<file path="src/rtl/ibus_sched_pkg.sv">
// Shared definitions for the ibus scheduler: FSM state encoding and abort data.
package ibus_sched_pkg;

    typedef enum logic [1:0] {
        IDLE = 2'd0,
        BUSY = 2'd1,
        DONE = 2'd2
    } state_t;

    // Read data returned to the requester when the watchdog aborts a fetch.
    localparam logic [31:0] TIMEOUT_RDT = 32'hFFFF_FFFF;

endpackage

</file>
<file path="src/rtl/ibus_sched_prio_pick.sv">
// Fixed-priority picker: the lowest-indexed request that survives the mask wins.
// The output is one-hot, or zero when no unmasked request is present.
module prio_pick #(
    parameter int N = 3
) (
    input  logic [N-1:0] req,
    input  logic [N-1:0] mask,
    output logic [N-1:0] pick
);

    logic [N-1:0] cand;
    logic         found;

    // Scan from index 0 upward and keep only the first candidate.
    always_comb begin
        cand  = req & mask;
        pick  = '0;
        found = 1'b0;
        for (int i = 0; i < N; i++) begin
            if (cand[i] && !found) begin
                pick[i] = 1'b1;
                found   = 1'b1;
            end
        end
    end

endmodule

</file>
<file path="src/rtl/ibus_sched.sv">
// N-requester scheduler in front of the single SPI-flash XiP controller.
// Port 0 (CPU) has fixed priority, bounded by a starvation guard; a watchdog
// aborts fetches the controller never acknowledges. Ack/data outputs are zero
// outside the completion cycle so several schedulers can be OR-combined.
module ibus_sched
    import ibus_sched_pkg::*;
#(
    parameter int N          = 3,
    parameter int MAX_STARVE = 4,
    parameter int TIMEOUT    = 1023
) (
    input  logic            wb_clk,
    input  logic            wb_rst,
    input  logic [N-1:0]    req_cyc,
    input  logic [32*N-1:0] req_adr,
    output logic [N-1:0]    req_ack,
    output logic [32*N-1:0] req_rdt,
    output logic            x_cyc,
    output logic [31:0]     x_adr,
    input  logic            x_ack,
    input  logic [31:0]     x_rdt,
    output logic [N-1:0]    grant,
    output logic            busy,
    output logic            timeout_err
);

    localparam int WD_W = (TIMEOUT < 2) ? 1 : $clog2(TIMEOUT + 1);

    state_t          state;
    state_t          state_next;
    logic [3:0]      starve;
    logic [WD_W-1:0] wdog;
    logic [N-1:0]    win;
    logic [N-1:0]    pick_mask;
    logic [31:0]     win_adr;
    logic            others_req;
    logic            starve_mode;
    logic            wd_expired;

    assign others_req  = |req_cyc[N-1:1];
    assign starve_mode = (starve == 4'(MAX_STARVE)) && others_req;
    // In starvation mode port 0 is masked out so the next lower port wins.
    assign pick_mask   = starve_mode ? {{(N-1){1'b1}}, 1'b0} : {N{1'b1}};
    assign wd_expired  = (TIMEOUT != 0) && (wdog == WD_W'(TIMEOUT));
    assign busy        = (state != IDLE);

    prio_pick #(.N(N)) u_pick (
        .req  (req_cyc),
        .mask (pick_mask),
        .pick (win)
    );

    // Route the winning requester's address toward the controller.
    always_comb begin
        win_adr = '0;
        for (int i = 0; i < N; i++) begin
            if (win[i]) win_adr = req_adr[32*i +: 32];
        end
    end

    // State register.
    always_ff @(posedge wb_clk or posedge wb_rst) begin
        if (wb_rst) state <= IDLE;
        else        state <= state_next;
    end

    // Next state and the combinational completion outputs; an ack is only
    // forwarded if the owner still holds cyc, otherwise it is dropped.
    always_comb begin
        state_next  = state;
        req_ack     = '0;
        req_rdt     = '0;
        timeout_err = 1'b0;
        case (state)
            IDLE: begin
                if (|req_cyc) state_next = BUSY;
            end
            BUSY: begin
                if (x_ack) begin
                    state_next = DONE;
                    for (int i = 0; i < N; i++) begin
                        if (grant[i] && req_cyc[i]) begin
                            req_ack[i]          = 1'b1;
                            req_rdt[32*i +: 32] = x_rdt;
                        end
                    end
                end else if (wd_expired) begin
                    state_next  = DONE;
                    timeout_err = 1'b1;
                    for (int i = 0; i < N; i++) begin
                        if (grant[i] && req_cyc[i]) begin
                            req_ack[i]          = 1'b1;
                            req_rdt[32*i +: 32] = TIMEOUT_RDT;
                        end
                    end
                end
            end
            DONE:    state_next = IDLE;
            default: state_next = IDLE;
        endcase
    end

    // Grant, controller request, watchdog and starvation bookkeeping.
    always_ff @(posedge wb_clk or posedge wb_rst) begin
        if (wb_rst) begin
            grant  <= '0;
            x_cyc  <= 1'b0;
            x_adr  <= '0;
            starve <= '0;
            wdog   <= '0;
        end else begin
            case (state)
                IDLE: begin
                    wdog <= '0;
                    if (|req_cyc) begin
                        grant <= win;
                        x_adr <= win_adr;
                        x_cyc <= 1'b1;
                        if (win[0]) begin
                            if (others_req && starve != 4'd15) starve <= starve + 4'd1;
                        end else begin
                            starve <= '0;
                        end
                    end
                end
                BUSY: begin
                    if (state_next == DONE) begin
                        grant <= '0;
                        x_cyc <= 1'b0;
                        wdog  <= '0;
                    end else begin
                        wdog  <= wdog + WD_W'(1);
                    end
                end
                default: begin
                    grant <= '0;
                    x_cyc <= 1'b0;
                    wdog  <= '0;
                end
            endcase
        end
    end

endmodule

</file>
<file path="config.mk">
export PLATFORM = sky130hd
export DESIGN_NAME = ibus_sched
export DESIGN_NICKNAME = d
export VERILOG_FILES = /design/src/rtl/ibus_sched_pkg.sv /design/src/rtl/ibus_sched_prio_pick.sv /design/src/rtl/ibus_sched.sv
export SDC_FILE = /design/constraint.sdc
export NUM_CORES = 1
export LEC_CHECK = 0
export BUFFER_PORTS_ARGS = -buffer_cell sky130_fd_sc_hd__buf_4
export CAP_MARGIN = 10
export CORE_ASPECT_RATIO = 2
export CORE_MARGIN = 8
export CORE_UTILIZATION = 35
export DETAILED_ROUTE_END_ITERATION = 10
export GPL_TIMING_DRIVEN = 0
export MAX_ROUTING_LAYER = met4
export PLACE_DENSITY = 0.71
export SYNTH_ARGS = -nofsm -noshare
export SYNTH_HDL_FRONTEND = slang
export SYNTH_SLANG_ARGS = --single-unit
</file>
<file path="constraint.sdc">
create_clock -name wb_clk -period 2.2 [get_ports wb_clk]
set_input_delay 0.33 -clock wb_clk [delete_from_list [all_inputs] [get_ports wb_clk]]
set_output_delay 0.33 -clock wb_clk [all_outputs]
set_load 0.1 [all_outputs]
</file>
# Word level (Yosys, flattened, before mapping)

Cells that the tools add are included.

Output and inout bits: 137
Input port bits: 134
Register bits: 52
Word-level logic and storage cells: 73

Bitwise gates (word level): 1
Equality and inequality tests: 8
Muxes and demuxes: 40
Add/subtract/negate cells: 2
Reduce and logical (&&, ||, !) cells: 16

Operators by type and width:

| kind                  | count |
|---|---|
| $mux 32               | 9 |
| $mux 96               | 3 |
| $mux 10               | 2 |
| $mux 3                | 5 |
| $mux 1                | 13 |
| $add 10x1->10 const B | 1 |
| $eq 10x10->1 const B  | 1 |
| $mux 4                | 2 |
| $logic_and 1x1->1     | 7 |
| $mux 2                | 3 |
| $pmux 3 s2            | 1 |
| $add 4x1->4 const B   | 1 |
| $eq 4x3->1 const B    | 1 |
| $ne 2x2->1 const B    | 2 |
| $ne 4x4->1 const B    | 1 |
| $pmux 2 s2            | 1 |
| $reduce_and 2->1      | 2 |
| $and 3x3->3           | 1 |
| $reduce_and 3->1      | 1 |
| $reduce_or 3->1       | 1 |
| $eq 2x1->1 const B    | 1 |
| $eq 2x2->1 const B    | 1 |
| $logic_not 1->1       | 2 |
| $logic_not 2->1       | 1 |
| 4 further kinds       | 4 |

# Longest topological paths before layout

Gate-level depths: netlist (run 1).

Depth after elaboration: 13
Mapped depth: 8
Depth with buffers taken out: 6

# Hierarchy

A second synthesis (run 1) with hierarchy kept.

Cell total of the unflattened synthesis: 439
Area, all modules: 3572.2 sq um

Modules (own cells, without submodules):

| module     | times used | sequential area each (sq um) | area each (sq um) | cells each |
|---|---|---|---|---|
| ibus_sched | 1          | 1301.2                       | 3545.9            | 435 |
| prio_pick  | 1          | 0.0                          | 26.3              | 4 |

# Worst setup path before layout (run 1)

OpenSTA, ideal clock, no wires.

Path type: register to output
Start point: register state[1]
End point: output port timeout_err
Data arrival time: 3777 ps
Data required time: 1870 ps
Buffers on the path: 0
Stages on the path, launching flop included: 4
Slack: -1907 ps
Cell sequence: dfrtp_1 and2b_1 nand2_1 nor4_1

Word-level cells in the longest chain between the ends: 2

Ends and longest elaborated chain:

| element                  | line             | text |
|---|---|---|
| start: declaration       | ibus_sched.sv:29 | `state_t state;` |
| start signal: assignment | ibus_sched.sv:64 | `else state <= state_next;` |
| $eq 2x1->1               | ibus_sched.sv:74 | `case (state)` |
| $mux 1                   | ibus_sched.sv:74 |  |
| end: declaration         | ibus_sched.sv:24 | `output logic timeout_err` |

No other way between the ends.

# Final worst setup path (run 1)

Start point: register wdog[0]
End point: output port req_rdt[61]

Word-level cells in the longest chain between the ends: 4

Ends and longest elaborated chain:

| element                  | line              | text |
|---|---|---|
| start: declaration       | ibus_sched.sv:32  | `logic [WD_W-1:0] wdog;` |
| start signal: assignment | ibus_sched.sv:132 | `wdog <= wdog + WD_W'(1);` |
| $eq 10x10->1             | ibus_sched.sv:44  | `assign wd_expired = (TIMEOUT != 0) && (wdog == WD_W'(TIMEOUT));` |
| $mux 96                  | ibus_sched.sv:87  | `end else if (wd_expired) begin` |
| $mux 96                  | ibus_sched.sv:79  | `if (x_ack) begin` |
| $mux 96                  | ibus_sched.sv:74  |  |
| end: declaration         | ibus_sched.sv:17  | `output logic [32*N-1:0] req_rdt,` |

No other way between the ends.

==> flow_summary.toml, run 1 <==
[status]
status = "finished, violations left"
violations = "negative setup slack"

[timing]
setup-violations-final = 100
fin_worst_skew_ns = 0.004642
final.min_clock_period_ns = 2.639
hold_violations = 0
setup_ws_ns = -0.4387
max_freq_mhz = 379.0
hold-worst-slack_ns = 0.3261
slew_headroom_pct = 50.70
worstMarginPinSlew_ns = 0.7368
rsz0062_at_grt = "yes"
setup_tns_ns = -38.04
fin_crit_sh_pct = 119.9
slew_viol_final = 0

[worst_setup_path]
r2r-end = "state[0]"
critPathMaxFanout = 8
startpoint_type = "flip-flop"
end_kind = "output pin"
r2r_slack_ns = 0.10
path_class = "flip-flop to output pin"
startpoint = "wdog[0]"
r2r-start = "wdog[0]"
cp_data_required_time_ns = 1.87
ff2ff_path_depth = 6
cp.arrival_ns = 2.31

[cells_and_area]
utilization_pct = 84.23
mostFrequentLayoutCell = "buf_4"
final_cell_mix = "183 x buf_4, 111 x buf_12, 96 x nor2_4, 69 x a21oi_1, 50 x dfrtp_1"
layout-drive-gt1-share_pct = 60.23
nets = 909
syn2layout_area_growth_pct = 134.8

[drt]
wl_per_cell_um = 25.04
first_iter_violations = 260
drc = 0
wl_mm = 22.74
drt_pre_antenna_iters = 4
vias = 5003
via_per_inst = 5.510
antenna_left = 0

[power]
netSwitchingFraction_pct = 60.11
power.leakage_nw = 3.690
ir_drop_uv = 1109
clkPwrFrac_pct = 9.6
cellPowerDensity_nw_per_um2 = 961.9
seqPwrFrac_pct = 19.7
p_int_mw = 3.259
p_sw_mw = 4.912
p_total_mw = 8.171
p_comb_share_pct = 70.7

[grt]
grt-ovfl-total = 0
grt_pass1_vias = 5427
grt_pass1_wl_mm = 32.20
antenna_found_initial = 1
grt_usage_pct = 30.44
grt_max_degree = 43

[clock_network]
clk_path_buf_depth = 2
insertion_delay_ns = 0.30
cts.sinks = 52
path_clk_slew_ns = 0.07
htreeDepth = 2
cts_tree = "done"
cts_buffers = 5
root_buffer = "clkbuf_16"

[synth]
ys_seq_elements = 52
syn_nets = 601
syn_area_sq_um = 3617
synth_cells = 464
synth_edf_count = 0
synth_ff_type = "dfrtp_1"
yosysSeqAreaShare_pct = 35.97
synth_area_leaders = "dfrtp_1 36%, nor2_1 14%, a21oi_1 9.5%, o22ai_2 8.0%, o22ai_1 7.3%"
yosysTopAreaCellShare_pct = 35.97
yosysWarnings = 0
yosysUniqueCellTypes = 42
async_flop_share_pct = 100.0
synth_top_area_cell = "dfrtp_1"
avgSynthCellArea_sq_um = 7.796

[hold_path]
holdPathStages = 3
whs_endpoint = "x_adr[10]"
hold_class = "input pin to flip-flop"
hp-start = "req_adr[74]"

[flow_run]
max_cap_viol_count = 0

[place]
gp_congestion = 0.9520
dpl.hpwl_mm = 14.28
place.port_buffers = 270

[die]
die_h_um = 159.8
initial_core_util_pct = 35.87
die_w_um = 87.89
core-area_sq_um = 10080
num_rows = 52
boundaryPins = 271
die-area_sq_um = 14040
[metal layers]
| layer | routed length (um) | GRT usage (%) |
|---|---|---|
| met5 | 0 | - |
| met4 | 1102 | 12.47 |
| met3 | 2132 | 7.969 |
| met2 | 11860 | 52.43 |
| met1 | 7637 | 31.26 |
[flip-flops by register name (all words and copies together), names as in the netlist]
signal and flops:
wdog 10, state 2, x_cyc 1, grant 3, x_adr 32, starve 4
[cells in the mapped netlist (all sizes together) (2+ instances only)]
cell    number
a21oi       69
buf         21
clkbuf      18
dfrtp       52
ha           3
inv         43
nand2        7
nand3        3
nand4        6
nor2       139
nor3         3
nor3b        2
nor4         3
o21ai        2
o22ai       65
o31ai        2
or2          2
xnor2        7
xor2         3
[final cells by class]
type                       instances  area (sq um)
fill                             521          1590
buffer                            39         332.8
inverter                          44         202.7
antenna                            1         2.502
tap                              135         168.9
timing repair buffer             301          3702
clock inverter                     2         12.51
clock buffer                       5         125.1
sequential                        52          1304
multi-input combinational        329          2644
[worst max-delay path by stage]
stage,end,slack (ns),depth (start not counted)
after floorplan,req_rdt[66],-0.31,6
after global placement,req_rdt[78],-0.34,7
after detailed placement,req_rdt[78],-0.42,7
after CTS,req_rdt[44],-0.30,8
after global routing,req_rdt[93],-0.47,9
final,req_rdt[61],-0.44,9
[power groups by stage]
| stage | logic [mW] | registers, mW | clock network (mW) |
|---|---|---|---|
| 3_5_place_dp | 5.37 | 1.59 | 0 |
| 4_1_cts | 5.68 | 1.59 | 0.792 |
| 6_report | 5.78 | 1.61 | 0.784 |
| 2_1_floorplan | 1.95 | 3.73 | 0 |
| 5_1_grt | 5.98 | 1.64 | 0.813 |
| 3_3_place_gp | 5.30 | 1.58 | 0 |
[what timing repair did]
item / 4_1_cts / 5_1_grt
resized for setup: 328 / 12
pin swaps: 5 / 9
endpoints found under the setup margin: 100 / 99
hold buffers: 1 / 0
hold endpoints to repair: 10 / 0
cloned: 3 / 4
buffers inserted: 18 / 4
[through the flow]
stage	worst slack, ns	instances	area, sq um
2_1_floorplan	-0.3093	464	4353
3_3_place_gp	-0.3442	869	6549
3_5_place_dp	-0.4227	870	6569
4_1_cts	-0.3024	899	8304
5_1_grt	-0.4716	908	8494
6_report	-0.4387	908	8494
[kinds of logic (layout without fill, tap and decap cells)]
family          count (synthesis)  count (layout)  share of synthesized area (%)
xor+xnor                       10              10                          2.421
other cells                     0               1                              0
fa+ha+maj                       3               3                          1.038
compound gates                144             144                          27.40
simple gates                  172             172                          21.58
buf+inv                        83             391                          11.59
flops                          52              52                          35.97
[critical path, cell delays in order, from the launching register on]
cell and delay (ns):
dfrtp_1 0.42, ha_4 0.16, nand4_1 0.19, o31ai_4 0.28, buf_6 0.17, nand4_4 0.11
buf_12 0.18, buf_12 0.15, nor2_4 0.15, buf_12 0.19
No activity file was read; power rests on OpenSTA's default activity.
==> run 2: changes to the inputs <==
PLACE_DENSITY = 0.76   (was 0.71)
==> flow_summary.toml, run 2 (same netlist as run 1, synthesis figures left out) <==
[power]
clkPwrFrac_pct = 11.1
p_total_mw = 8.225
netSwitchingFraction_pct = 59.01
p_sw_mw = 4.853
p_int_mw = 3.372
power.leakage_nw = 3.653
cellPowerDensity_nw_per_um2 = 980.4
seqPwrFrac_pct = 19.5
ir_drop_uv = 1181
p_comb_share_pct = 69.4

[worst_setup_path]
path_class = "flip-flop to output pin"
ff2ff_path_depth = 8
r2r-start = "starve[0]"
critPathCapture = "req_rdt[72]"
cp_data_required_time_ns = 1.87
startpoint_type = "flip-flop"
end_kind = "output pin"
r2r-end = "x_adr[22]"
critPathMaxFanout = 7
r2r_slack_ns = 0.21
startpoint = "wdog[0]"
cp.arrival_ns = 2.24

[place]
dpl.hpwl_mm = 14.42
place.port_buffers = 270
gp_congestion = 0.9200
dp_slack_ns = -0.4104

[clock_network]
cts_tree = "done"
root_buffer = "clkbuf_16"
htreeDepth = 2
path_clk_slew_ns = 0.07
insertion_delay_ns = 0.30
cts_buffers = 5
clk_path_buf_depth = 2
cts.sinks = 52

[die]
die_w_um = 87.89
initial_core_util_pct = 35.87
num_rows = 52
boundaryPins = 271
die_h_um = 159.8
die-area_sq_um = 14040
core-area_sq_um = 10080

[grt]
gr-usage-met3_pct = 7.198
grt_pass1_wl_mm = 31.34
gr-usage-met1_pct = 29.40
antenna_found_initial = 0
gr-usage-met2_pct = 51.64
grt_usage_pct = 29.76
busiest_layer = "met2"
grt_pass1_vias = 5471
grt_max_degree = 43
grt-ovfl-total = 0

[cells_and_area]
mostFrequentLayoutCell = "buf_4"
nets = 904
largest_register = "x_adr"
largest_register_ffs = 32
reg_top3 = "x_adr (32), wdog (10), starve (4)"
layout-drive-gt1-share_pct = 59.64
final_cell_mix = "182 x buf_4, 111 x buf_12, 96 x nor2_4, 69 x a21oi_1, 52 x dfrtp_1"
syn2layout_area_growth_pct = 131.9
antennaDiodeCount = 0

[drt]
via_per_inst = 5.388
vias = 4865
wl_mm = 21.42
wl_per_cell_um = 23.72
drt_pre_antenna_iters = 4
drc = 0
first_iter_violations = 170
antenna_left = 0

[timing]
fin_crit_sh_pct = 116.8
fin_worst_skew_ns = 0.008440
slew_viol_final = 0
final.min_clock_period_ns = 2.571
hold_violations = 0
rsz0062_at_grt = "yes"
max_freq_mhz = 389.0
hold-worst-slack_ns = 0.3254
setup-violations-final = 99
slew_headroom_pct = 53.02
worstMarginPinSlew_ns = 0.7022
setup_ws_ns = -0.3706

[hold_path]
hold_class = "input pin to flip-flop"
holdPathStages = 3

[flow_run]
max_cap_viol_count = 0

[status]
status = "finished, violations left"
violations = "negative setup slack"
-- run 2: changes by cell type in the layout (fill, tap and decap cells not counted), moves of 2 or more --
cell	change
dfrtp_1	+2
clkinv_8	-2
dfrtp_2	-2
clkbuf_16	-3
-- run 2: critical path, stage by stage, from the launching register on --
cell     delay, ns
dfrtp_1       0.37
ha_2          0.18
nand4_1       0.17
o31ai_4       0.26
buf_12        0.16
nand4_4       0.09
buf_12        0.18
buf_16        0.15
nor2_4        0.18
buf_12        0.20
-- run 2: cell type report --
cell class / instances / area (sq um)
multi-input cells: 329 / 2634
clock buffers: 6 / 128.9
flip-flops and latches: 52 / 1301
clock inverters: 2 / 38.79
plain buffers: 38 / 320.3
fillers: 568 / 1695
well taps: 135 / 168.9
inverters: 44 / 180.2
repair buffers: 297 / 3617
-- run 2: worst min-delay path by stage --
| stage | slack, ns | endpoint | startpoint |
|---|---|---|---|
| after floorplan | 0.45 | wdog[0] | wdog[0] |
| after global placement | 0.47 | wdog[0] | wdog[0] |
| after detailed placement | 0.28 | x_adr[10] | wb_rst |
| after CTS | 0.32 | x_adr[8] | req_adr[72] |
| after global routing | 0.33 | x_adr[9] | req_adr[73] |
| final | 0.33 | x_adr[8] | req_adr[72] |
-- run 2: power groups by stage --
| stage | Clock, mW | Sequential, mW | Combinational, mW |
|---|---|---|---|
| 3_3_place_gp | 0 | 1.60 | 5.28 |
| 6_report | 0.916 | 1.60 | 5.71 |
| 2_1_floorplan | 0 | 3.73 | 1.95 |
| 3_5_place_dp | 0 | 1.60 | 5.35 |
| 4_1_cts | 0.926 | 1.59 | 5.64 |
| 5_1_grt | 0.959 | 1.64 | 5.92 |
-- run 2: stage by stage --
step / TNS (ns) / cell area, sq um / util, % / std cells
after floorplan: -28.50 / 4353 / - / 464
after global placement: -31.44 / 6549 / 64.94 / 869
after detailed placement: -31.17 / 6569 / 65.14 / 870
after CTS: -26.32 / 8307 / 82.37 / 901
after global routing: -37.82 / 8389 / 83.19 / 903
final: -28.96 / 8389 / 83.19 / 903
-- run 2: repair_timing --
action,4_1_cts,5_1_grt
pin swaps,10,13
setup buffers,32,5
endpoints found under the setup margin,100,110
hold buffers,1,0
hold endpoints to repair,10,0
gates cloned,3,1
gates resized for setup,317,19
-- run 2: routing by layer --
metal  part of all wire (%)  vias to the layer above
li1                       -                     2185
met1                     34                     2316
met2                     52                      303
met3                    9.0                       61
met4                    5.3                        0
met5                      0                        -
